--- src/rtl/nec_ir_tx_if.sv ---
// Request/status bundle between a frame requester and the NEC IR transmitter.
// Names follow the board-level signal names used on the remote-control side.
interface nec_ir_tx_if;
    logic       Start;
    logic       Repeat;
    logic [7:0] Addr;
    logic [7:0] Cmd;
    logic       Busy;
    logic       Done;
    logic       Envelope;
    logic       IrOut;

    modport master (
        output Start, Repeat, Addr, Cmd,
        input  Busy, Done, Envelope, IrOut
    );

    modport slave (
        input  Start, Repeat, Addr, Cmd,
        output Busy, Done, Envelope, IrOut
    );
endinterface

--- src/rtl/nec_ir_tx.sv ---
// NEC infrared frame transmitter: serialises addr/~addr/cmd/~cmd LSB-first
// (or a repeat code) and emits the envelope plus the 38 kHz modulated drive.
module nec_ir_tx #(
    parameter int UNIT_DIV    = 13500,
    parameter int CARRIER_DIV = 632,
    parameter int CNT_W       = 16
) (
    input logic        CLK,
    input logic        RST,
    nec_ir_tx_if.slave bus
);

    typedef enum logic [2:0] {
        IDLE,
        LEAD_MARK,
        LEAD_SPACE,
        BIT_MARK,
        BIT_SPACE,
        STOP_MARK
    } state_t;

    localparam logic [CNT_W-1:0] UNIT_MAX = CNT_W'(UNIT_DIV - 1);
    localparam logic [CNT_W-1:0] CAR_MAX  = CNT_W'(CARRIER_DIV - 1);
    localparam logic [CNT_W-1:0] CAR_HALF = CNT_W'(CARRIER_DIV / 2);

    state_t           state, state_n;
    logic [CNT_W-1:0] pre, pre_n;
    logic [CNT_W-1:0] car, car_n;
    logic [4:0]       units, units_n;
    logic [4:0]       idx, idx_n;
    logic [31:0]      sh, sh_n;
    logic             rpt, rpt_n;
    logic             done, done_n;
    logic             env, env_n;
    logic             ir, ir_n;
    logic             unit_tick;
    logic             last;
    logic             mark_n;
    logic [4:0]       len;

    always_ff @(posedge CLK) begin
        if (!RST) begin
            state <= IDLE;
            pre   <= '0;
            car   <= '0;
            units <= '0;
            idx   <= '0;
            sh    <= '0;
            rpt   <= 1'b0;
            done  <= 1'b0;
            env   <= 1'b0;
            ir    <= 1'b0;
        end else begin
            state <= state_n;
            pre   <= pre_n;
            car   <= car_n;
            units <= units_n;
            idx   <= idx_n;
            sh    <= sh_n;
            rpt   <= rpt_n;
            done  <= done_n;
            env   <= env_n;
            ir    <= ir_n;
        end
    end

    always_comb begin
        state_n   = state;
        unit_tick = (pre == UNIT_MAX);
        pre_n     = unit_tick ? '0 : pre + CNT_W'(1);
        units_n   = unit_tick ? units + 5'd1 : units;
        car_n     = (car == CAR_MAX) ? '0 : car + CNT_W'(1);
        idx_n     = idx;
        sh_n      = sh;
        rpt_n     = rpt;
        done_n    = 1'b0;
        len       = 5'd1;

        // Length in time units of the state currently being held.
        unique case (state)
            LEAD_MARK:  len = 5'd16;
            LEAD_SPACE: len = rpt ? 5'd4 : 5'd8;
            BIT_SPACE:  len = sh[0] ? 5'd3 : 5'd1;
            default:    len = 5'd1;
        endcase
        last = unit_tick && (units == len - 5'd1);

        unique case (state)
            IDLE: begin
                if (bus.Start) begin
                    sh_n    = {~bus.Cmd, bus.Cmd, ~bus.Addr, bus.Addr};
                    rpt_n   = bus.Repeat;
                    state_n = LEAD_MARK;
                end
            end
            LEAD_MARK: begin
                if (last) state_n = LEAD_SPACE;
            end
            LEAD_SPACE: begin
                if (last) begin
                    idx_n   = '0;
                    state_n = rpt ? STOP_MARK : BIT_MARK;
                end
            end
            BIT_MARK: begin
                if (last) state_n = BIT_SPACE;
            end
            BIT_SPACE: begin
                if (last) begin
                    sh_n    = {1'b0, sh[31:1]};
                    idx_n   = idx + 5'd1;
                    state_n = (idx == 5'd31) ? STOP_MARK : BIT_MARK;
                end
            end
            STOP_MARK: begin
                if (last) begin
                    done_n  = 1'b1;
                    state_n = IDLE;
                end
            end
            default: state_n = IDLE;
        endcase

        if (state_n != state || state == IDLE) begin
            pre_n   = '0;
            units_n = '0;
        end

        // Every burst restarts the carrier so it begins on the high half.
        mark_n = (state_n == LEAD_MARK) || (state_n == BIT_MARK) ||
                 (state_n == STOP_MARK);
        if ((mark_n && state_n != state) || state_n == IDLE) car_n = '0;

        env_n = mark_n;
        ir_n  = mark_n && (car_n < CAR_HALF);
    end

    assign bus.Busy     = (state != IDLE);
    assign bus.Done     = done;
    assign bus.Envelope = env;
    assign bus.IrOut    = ir;

endmodule

--- src/flat_wrapper.sv ---
// flat-port wrapper written by rule: the top's interface ports become plain ports
module nec_ir_tx_flat 
#(
    parameter int UNIT_DIV    = 13500,
    parameter int CARRIER_DIV = 632,
    parameter int CNT_W       = 16
)
  (CLK, RST, bus_Start, bus_Repeat, bus_Addr, bus_Cmd, bus_Busy, bus_Done, bus_Envelope, bus_IrOut);
  nec_ir_tx_if bus_i ();
  input logic CLK;
  input logic RST;
  input wire logic [$bits(bus_i.Start)-1:0] bus_Start;
  input wire logic [$bits(bus_i.Repeat)-1:0] bus_Repeat;
  input wire logic [$bits(bus_i.Addr)-1:0] bus_Addr;
  input wire logic [$bits(bus_i.Cmd)-1:0] bus_Cmd;
  output wire logic [$bits(bus_i.Busy)-1:0] bus_Busy;
  output wire logic [$bits(bus_i.Done)-1:0] bus_Done;
  output wire logic [$bits(bus_i.Envelope)-1:0] bus_Envelope;
  output wire logic [$bits(bus_i.IrOut)-1:0] bus_IrOut;
  assign bus_i.Start = bus_Start;
  assign bus_i.Repeat = bus_Repeat;
  assign bus_i.Addr = bus_Addr;
  assign bus_i.Cmd = bus_Cmd;
  assign bus_Busy = bus_i.Busy;
  assign bus_Done = bus_i.Done;
  assign bus_Envelope = bus_i.Envelope;
  assign bus_IrOut = bus_i.IrOut;
  nec_ir_tx #(.UNIT_DIV(UNIT_DIV), .CARRIER_DIV(CARRIER_DIV), .CNT_W(CNT_W)) u_core (.CLK(CLK), .RST(RST), .bus(bus_i));
endmodule
--- config.mk ---
export PLATFORM = sky130hd
export DESIGN_NAME = nec_ir_tx_flat
export DESIGN_NICKNAME = d
export VERILOG_FILES = /design/src/rtl/nec_ir_tx_if.sv /design/src/rtl/nec_ir_tx.sv /design/src/flat_wrapper.sv
export SDC_FILE = /design/constraint.sdc
export NUM_CORES = 1
export LEC_CHECK = 0
export ABC_AREA = 0
export CAP_MARGIN = 40
export CORE_AREA = 5 5 133 135
export DETAILED_ROUTE_END_ITERATION = 16
export DIE_AREA = 0 0 138 140
export GPL_TIMING_DRIVEN = 0
export PLACE_DENSITY_LB_ADDON = 0.15
export SLEW_MARGIN = 15
export SYNTH_ARGS = -nofsm -noshare
export SYNTH_HDL_FRONTEND = slang
export SYNTH_SLANG_ARGS = --single-unit
--- constraint.sdc ---
create_clock -name CLK -period 9 [get_ports CLK]
set_input_delay 1.35 -clock CLK [delete_from_list [all_inputs] [get_ports CLK]]
set_output_delay 1.35 -clock CLK [all_outputs]
set_load 0.01 [all_outputs]
Word-level counts from Yosys, hierarchy flattened

Index checks and enable logic that the tools add are counted.

$add $sub $neg: 5
Magnitude comparators: 1
Equality and inequality tests: 16
Mux-type cells: 21
Bitwise gates (word level): 3
Reductions and logical operators: 18

Operator list:

| kind                                                                    | number |
|---|---|
| 32-bit two-way mux                                                      | 2 |
| 32-bit case mux with 2 select lines                                     | 1 |
| 16-bit by 1-bit adder with 16-bit output, second input constant         | 2 |
| 16-bit two-way mux                                                      | 2 |
| 3-bit two-way mux                                                       | 8 |
| 3-bit case mux with 6 select lines                                      | 1 |
| 16-bit by 10-bit equality test with 1-bit output, second input constant | 1 |
| 16-bit by 14-bit equality test with 1-bit output, second input constant | 1 |
| 16-bit by 9-bit < comparator with 1-bit output, second input constant   | 1 |
| 8-bit NOT                                                               | 2 |
| 5-bit case mux with 3 select lines                                      | 1 |
| 5-bit by 1-bit adder with 5-bit output, second input constant           | 2 |
| 5-bit two-way mux                                                       | 2 |
| 5-bit case mux with 2 select lines                                      | 1 |
| 3-bit by 2-bit equality test with 1-bit output, second input constant   | 3 |
| 3-bit equality test, second input constant                              | 3 |
| 3-bit by 1-bit equality test with 1-bit output, second input constant   | 2 |
| 3-bit zero test                                                         | 2 |
| 3-bit AND reduction                                                     | 2 |
| 5-bit equality test                                                     | 1 |
| 5-bit equality test, second input constant                              | 1 |
| 5-bit by 1-bit subtractor with 5-bit output, second input constant      | 1 |
| 1-bit logical OR                                                        | 4 |
| 4-bit two-way mux                                                       | 1 |
| 12 further kinds                                                        | 17 |

Bits in registers: 81
Input port bits: 20
Output and inout bits: 4
Logic and storage cells: 74

Longest topological paths before layout

Depth in word-level cells: 15
Gate-level depth with buffers: 16
Depth with buffers taken out: 12

Worst setup path after synthesis

OpenSTA, ideal clock, no wires.

Path kind: register to register
Start: register u_core.state[1]
End: register u_core.pre[13]
Setup time: 0.064 ns
Data arrival time: 3.444 ns
Required time: 8.936 ns
Path slack: 5.492 ns
Stages on the path, launching flop included: 17
Path buffers: 4
Period minus slack after synthesis: 3.508 ns
Path through: dfxtp_1 buf_2 inv_1 nand2_1 nor2_1 clkbuf_1 nand2_1 ha_1 nor4bb_1 o311a_1 o2111ai_4 nand2b_4 nand4_2 or2_2 buf_2 buf_2 nor2_1

Cells in the longest elaborated chain, start to end: 10
Elaborated cells on any way between the ends: 20
Classes of those cells: 1 x add/sub; 7 x eq/ne; 8 x mux; 4 x reduce/logical

RTL lines:

| what                                        | RTL line                         | source |
|---|---|---|
| start, declared                             | nec_ir_tx.sv:26                  | `state_t state, state_n;` |
| start signal, assigned                      | nec_ir_tx.sv:54                  | `state <= state_n;` |
| 3-bit equality test (tied with other cells) | nec_ir_tx.sv:80, nec_ir_tx.sv:88 |  |
| 5-bit case mux with 3 select lines          | nec_ir_tx.sv:80                  | `unique case (state)` |
| 5-bit by 1-bit subtractor with 5-bit output | nec_ir_tx.sv:86                  | `last = unit_tick && (units == len - 5'd1);` |
| 5-bit equality test                         | nec_ir_tx.sv:86                  |  |
| 1-bit logical AND                           | nec_ir_tx.sv:86                  |  |
| 3-bit two-way mux (on tied branches)        | --                               |  |
| 3-bit case mux with 6 select lines          | nec_ir_tx.sv:88                  | `unique case (state)` |
| 3-bit inequality test                       | nec_ir_tx.sv:124                 | `if (state_n != state \|\| state == IDLE) begin` |
| 1-bit logical OR *                          | nec_ir_tx.sv:124                 |  |
| 3-bit OR reduction (no line) *              | --                               |  |
| end signal, assigned                        | nec_ir_tx.sv:55                  | `pre <= pre_n;` |
| end, declared                               | nec_ir_tx.sv:27                  | `logic [CNT_W-1:0] pre, pre_n;` |

Every way passes the cells marked *; elsewhere a longest branch is shown, timed or not.
A chain may end at the register's enable or synchronous reset.

Worst setup path in the final report

Start: register u_core.state[2]
End: register u_core.sh[11]

Cells in the longest elaborated chain, start to end: 7
Elaborated cells on any way between the ends: 13
Classes of those cells: 1 x add/sub; 6 x eq/ne; 2 x mux; 4 x reduce/logical

RTL lines:

| what                                                       | RTL line                         | source |
|---|---|---|
| 3-bit equality test (tied with other cells)                | nec_ir_tx.sv:80, nec_ir_tx.sv:88 |  |
| 5-bit case mux with 3 select lines                         | nec_ir_tx.sv:80                  |  |
| 5-bit by 1-bit subtractor with 5-bit output                | nec_ir_tx.sv:86                  |  |
| 5-bit equality test                                        | nec_ir_tx.sv:86                  |  |
| 1-bit logical AND                                          | nec_ir_tx.sv:86                  |  |
| 2-bit by 1-bit inequality test with 1-bit output (no line) | --                               |  |
| 3-bit AND reduction (no line)                              | --                               |  |
| end signal, assigned                                       | nec_ir_tx.sv:59                  | `sh <= sh_n;` |
| end, declared                                              | nec_ir_tx.sv:31                  | `logic [31:0] sh, sh_n;` |

Several ways; a longest one is shown, not always the timed one.

==> metrics.md <==
| Metric | Value |
|---|---|
| Mean post-synth cell area | `8.69 um2` |
| GRT overflow | `0` |
| Root Buffer Master | `clkbuf_16` |
| CP Capture Type | `flip-flop` |
| GRT Overall Usage | `10.3%` |
| CTS Sinks | `81` |
| Worst-Skew Late Latency | `0.34 ns` |
| Die area | `19,300 um2` |
| Yosys reg bits | `81` |
| Skew final | `0.00765 ns` |
| H-Tree Depth | `3` |
| Crit-path most repeated cell | `nand2_1` |
| Worst path cell trace | `clkbuf_1 > nand2_1 > nor2_1 > clkbuf_1 > nand2_1 > ha_1 > nor4bb_1 > o311a_1 > o2111ai_4 > nor3_2 > a21oi_1 > buf_2 > nand2_1 > a21boi_0` |
| CP delay by family, top | `compound AO/OA/AOI/OAI gates` |
| Status | `finished clean` |
| WHS Endpoint | `u_core.sh[30]` |
| Power Total | `788 uW` |
| I/O Pins | `24` |
| DP HPWL | `6940 um` |
| Final Max Tran Viols | `0` |
| Synth warnings | `0` |
| Postcts setup bufs | `0` |
| Hold Crit Class | `reg2reg` |
| EDFF count, synth | `0` |
| CTS Hold Buffers Added | `0` |
| FILL cells | `1,809` |
| FF-to-FF setup slack | `4.50 ns` |
| Largest family of logic cells by synthesized area | `simple AND/OR/NAND/NOR gates` |
| Hold Startpoint | `u_core.sh[30]` |
| Port Buffers | `23` |
| Final Hold Viols | `0` |
| ANT nets after route | `0` |
| # resized after CTS | `0` |
| Synthesized area | `3980 um2` |
| Mapped Cells | `458` |
| Setup TNS | `0 ns` |
| Number of global-route vias before repair | `3,221` |
| Routability cong. | `0.784` |
| Iteration count of the initial detailed-routing pass | `4` |
| Pwr dens | `165 nW/um2` |
| Fmax | `0.222 GHz` |
| Fin nets | `518` |
| Post-synthesis compound-gate area fraction | `15.9%` |
| Antenna violations before repair | `0` |
| Synth cell types | `53` |
| Flip-flop and latch area | `1620 um2` |
| Period utilization | `50.0%` |
| CP arrival | `4.75 ns` |
| Mux contribution to synthesized area | `0.754%` |
| Post-synthesis adder-cell area fraction | `1.89%` |
| Critical path buffer and inverter count | `3` |
| Largest net degree at the start of global routing | `14` |
| Worst flop-to-flop path endpoint | `u_core.sh[11]` |
| Crit path time final | `4.50 ns` |
| Xor-xnor portion of the synthesized cell area | `9.02%` |
| Max IR drop VDD | `0.0853 mV` |
| Worst setup SP type | `flip-flop` |
| Crit-path max FO | `10` |
| # setup viols final | `0` |
| Leak | `0.00183 uW` |
| WS Path Type | `reg2reg` |
| CTS tree | `built` |
| Starting density of the core | `24.4%` |
| Num CTS Buffers | `9` |
| Simple-gate portion of the synthesized area | `27.7%` |
| Area Growth Syn to Fin | `19.8%` |
| Die H | `140 um` |
| Post-synthesis sequential area ratio | `40.7%` |
| Top_reg_cell synth | `dfxtp_1` |
| Clock-pin slew on the worst setup and hold paths | `0.06 ns` |
| Clock Tree Buf Depth | `2` |
| Layout cells sized above 1 | `7.44%` |
| MaxCap Viol Count | `0` |
| Highest-delay cell along the critical path | `nor2_1` |
| Hold Path Stages | `2` |
| DRT iter0 DRCs | `158` |
| RSZ-0062 raised after global routing | `false` |
| Core Box Area | `16,300 um2` |
| Die extent in x | `138 um` |
| Area of the multi-input gates | `2200 um2` |
| Rel. slew slack | `49.4%` |
| # diodes | `0` |
| Vias per cell | `4.48` |
| DRC | `0` |
| Crit path required time | `9.26 ns` |
| CP max stage delay | `0.55 ns` |
| Syn Nets | `484` |
| WL/cell | `13.4 um` |
| Asr flop ratio synth | `0%` |
| Routed via count | `3,215` |
| RR Startpoint | `u_core.state[2]` |
| First-pass GRT wire length | `16,200 um` |
| Worst-margin pin slew | `0.756 ns` |
| Total wire length | `9580 um` |
| Row count | `47` |
| Worst R2R Path Depth | `14` |
[report_power, final]
part	total, uW	internal (uW)	switching (uW)
registers	376	370	5.77
logic	63.0	28.5	34.5
clock network	349	202	147
total	788	601	187
[layout make-up]
class                      instances  share of cell area, %
tap                              220                   5.77
inverter                           7                  0.551
timing repair buffer              23                   4.83
buffer                            28                   2.81
clock inverter                     4                  0.577
sequential                        81                   34.0
multi-input combinational        342                   46.1
clock buffer                      12                   5.38
[metrics by stage]
step | area [um2] | setup WS (ns) | hold WS, ns | std cells | utilization (%)
floorplan | 3980 | 5.49 | 0.421 | 458 | -
global placement | 4490 | 4.47 | 0.445 | 701 | 27.4
detailed placement | 4490 | 4.42 | 0.442 | 701 | 27.4
CTS | 4770 | 4.41 | 0.457 | 717 | 29.2
global route | 4770 | 4.00 | 0.485 | 717 | 29.2
finish | 4770 | 4.50 | 0.460 | 717 | 29.2
[synthesized netlist by cell type (all sizes together) (3+ instances only)]
master / n / share of area (%)
a21boi: 16 / 3.0
a21oi: 8 / 1.1
a41oi: 3 / 0.66
and2: 8 / 1.3
and3: 12 / 1.9
buf: 12 / 1.9
clkbuf: 16 / 1.5
dfxtp: 81 / 41
ha: 6 / 1.9
inv: 7 / 0.66
mux2i: 3 / 0.75
nand2: 70 / 6.6
nand2b: 3 / 0.66
nand3: 38 / 4.8
nand4: 5 / 0.94
nor2: 39 / 3.7
nor2b: 5 / 0.79
nor3: 11 / 1.8
nor3b: 4 / 0.75
nor4: 4 / 1.0
nor4b: 6 / 1.3
o211a: 17 / 4.3
o211ai: 15 / 2.8
o21ai: 3 / 0.38
xnor2: 24 / 5.3
xor2: 17 / 3.7
[sequential cells by signal, summed over array words and instances (netlist names)]
signal	cells
u_core.bus.Done	1
u_core.pre	16
u_core.state	3
u_core.rpt	1
u_core.bus.Envelope	1
u_core.bus.IrOut	1
u_core.sh	32
u_core.units	5
u_core.idx	5
u_core.car	16
[worst max-delay path by stage]
stage | startpoint | end | slack, ns | cells past startpoint
global route | u_core.state[2] | u_core.sh[9] | 4.00 | 14
global placement | u_core.state[2] | u_core.sh[9] | 4.47 | 14
floorplan | u_core.state[1] | u_core.pre[13] | 5.49 | 16
CTS | u_core.state[2] | u_core.sh[11] | 4.41 | 14
finish | u_core.state[2] | u_core.sh[11] | 4.50 | 14
detailed placement | u_core.state[2] | u_core.sh[11] | 4.42 | 14
[logic make-up after synthesis]
group	Yosys count
and+or+nand+nor	214
DFF	81
AOI/OAI and AO/OA	78
buffers and inverters	35
adders and majority gates	6
muxes	3
xor gates and xnor gates	41
[cell usage in the layout (no fill, tap or decap), types with 3 or more instances in the layout]
| cell type | n |
|---|---|
| and2_1 | 8 |
| and3_1 | 12 |
| nor3_1 | 9 |
| nand4_1 | 4 |
| o211ai_1 | 15 |
| nor4b_1 | 6 |
| nor2_1 | 39 |
| xor2_1 | 17 |
| nor4_1 | 3 |
| clkdlybuf4s50_1 | 23 |
| nor3b_1 | 4 |
| xnor2_1 | 24 |
| inv_1 | 7 |
| a21boi_0 | 16 |
| a41oi_1 | 3 |
| o211a_1 | 17 |
| nand2_1 | 70 |
| nor2b_1 | 5 |
| ha_1 | 6 |
| buf_2 | 8 |
| clkbuf_16 | 9 |
| dfxtp_1 | 81 |
| a21oi_1 | 7 |
| nand3_1 | 38 |
| clkbuf_1 | 17 |
| buf_4 | 3 |
| mux2i_1 | 3 |
| o21ai_0 | 3 |
[worst register-to-register path, stage by stage, from the launching register on]
cell and delay [ns]:
dfxtp_1 0.30, clkbuf_1 0.32, nand2_1 0.18, nor2_1 0.55, clkbuf_1 0.43, nand2_1 0.17
ha_1 0.29, nor4bb_1 0.17, o311a_1 0.38, o2111ai_4 0.37, nor3_2 0.16, a21oi_1 0.52
buf_2 0.33, nand2_1 0.07, a21boi_0 0.16
[metal layers]
layer  GRT usage, %  wire [um]  up-vias
li1               -          -     1692
met4           4.00        156        0
met1           14.0       4990     1479
met2           15.6       4120       35
met5              0          0        -
met3           2.76        320        9
Note: power is estimated with default switching activity, not from simulation.
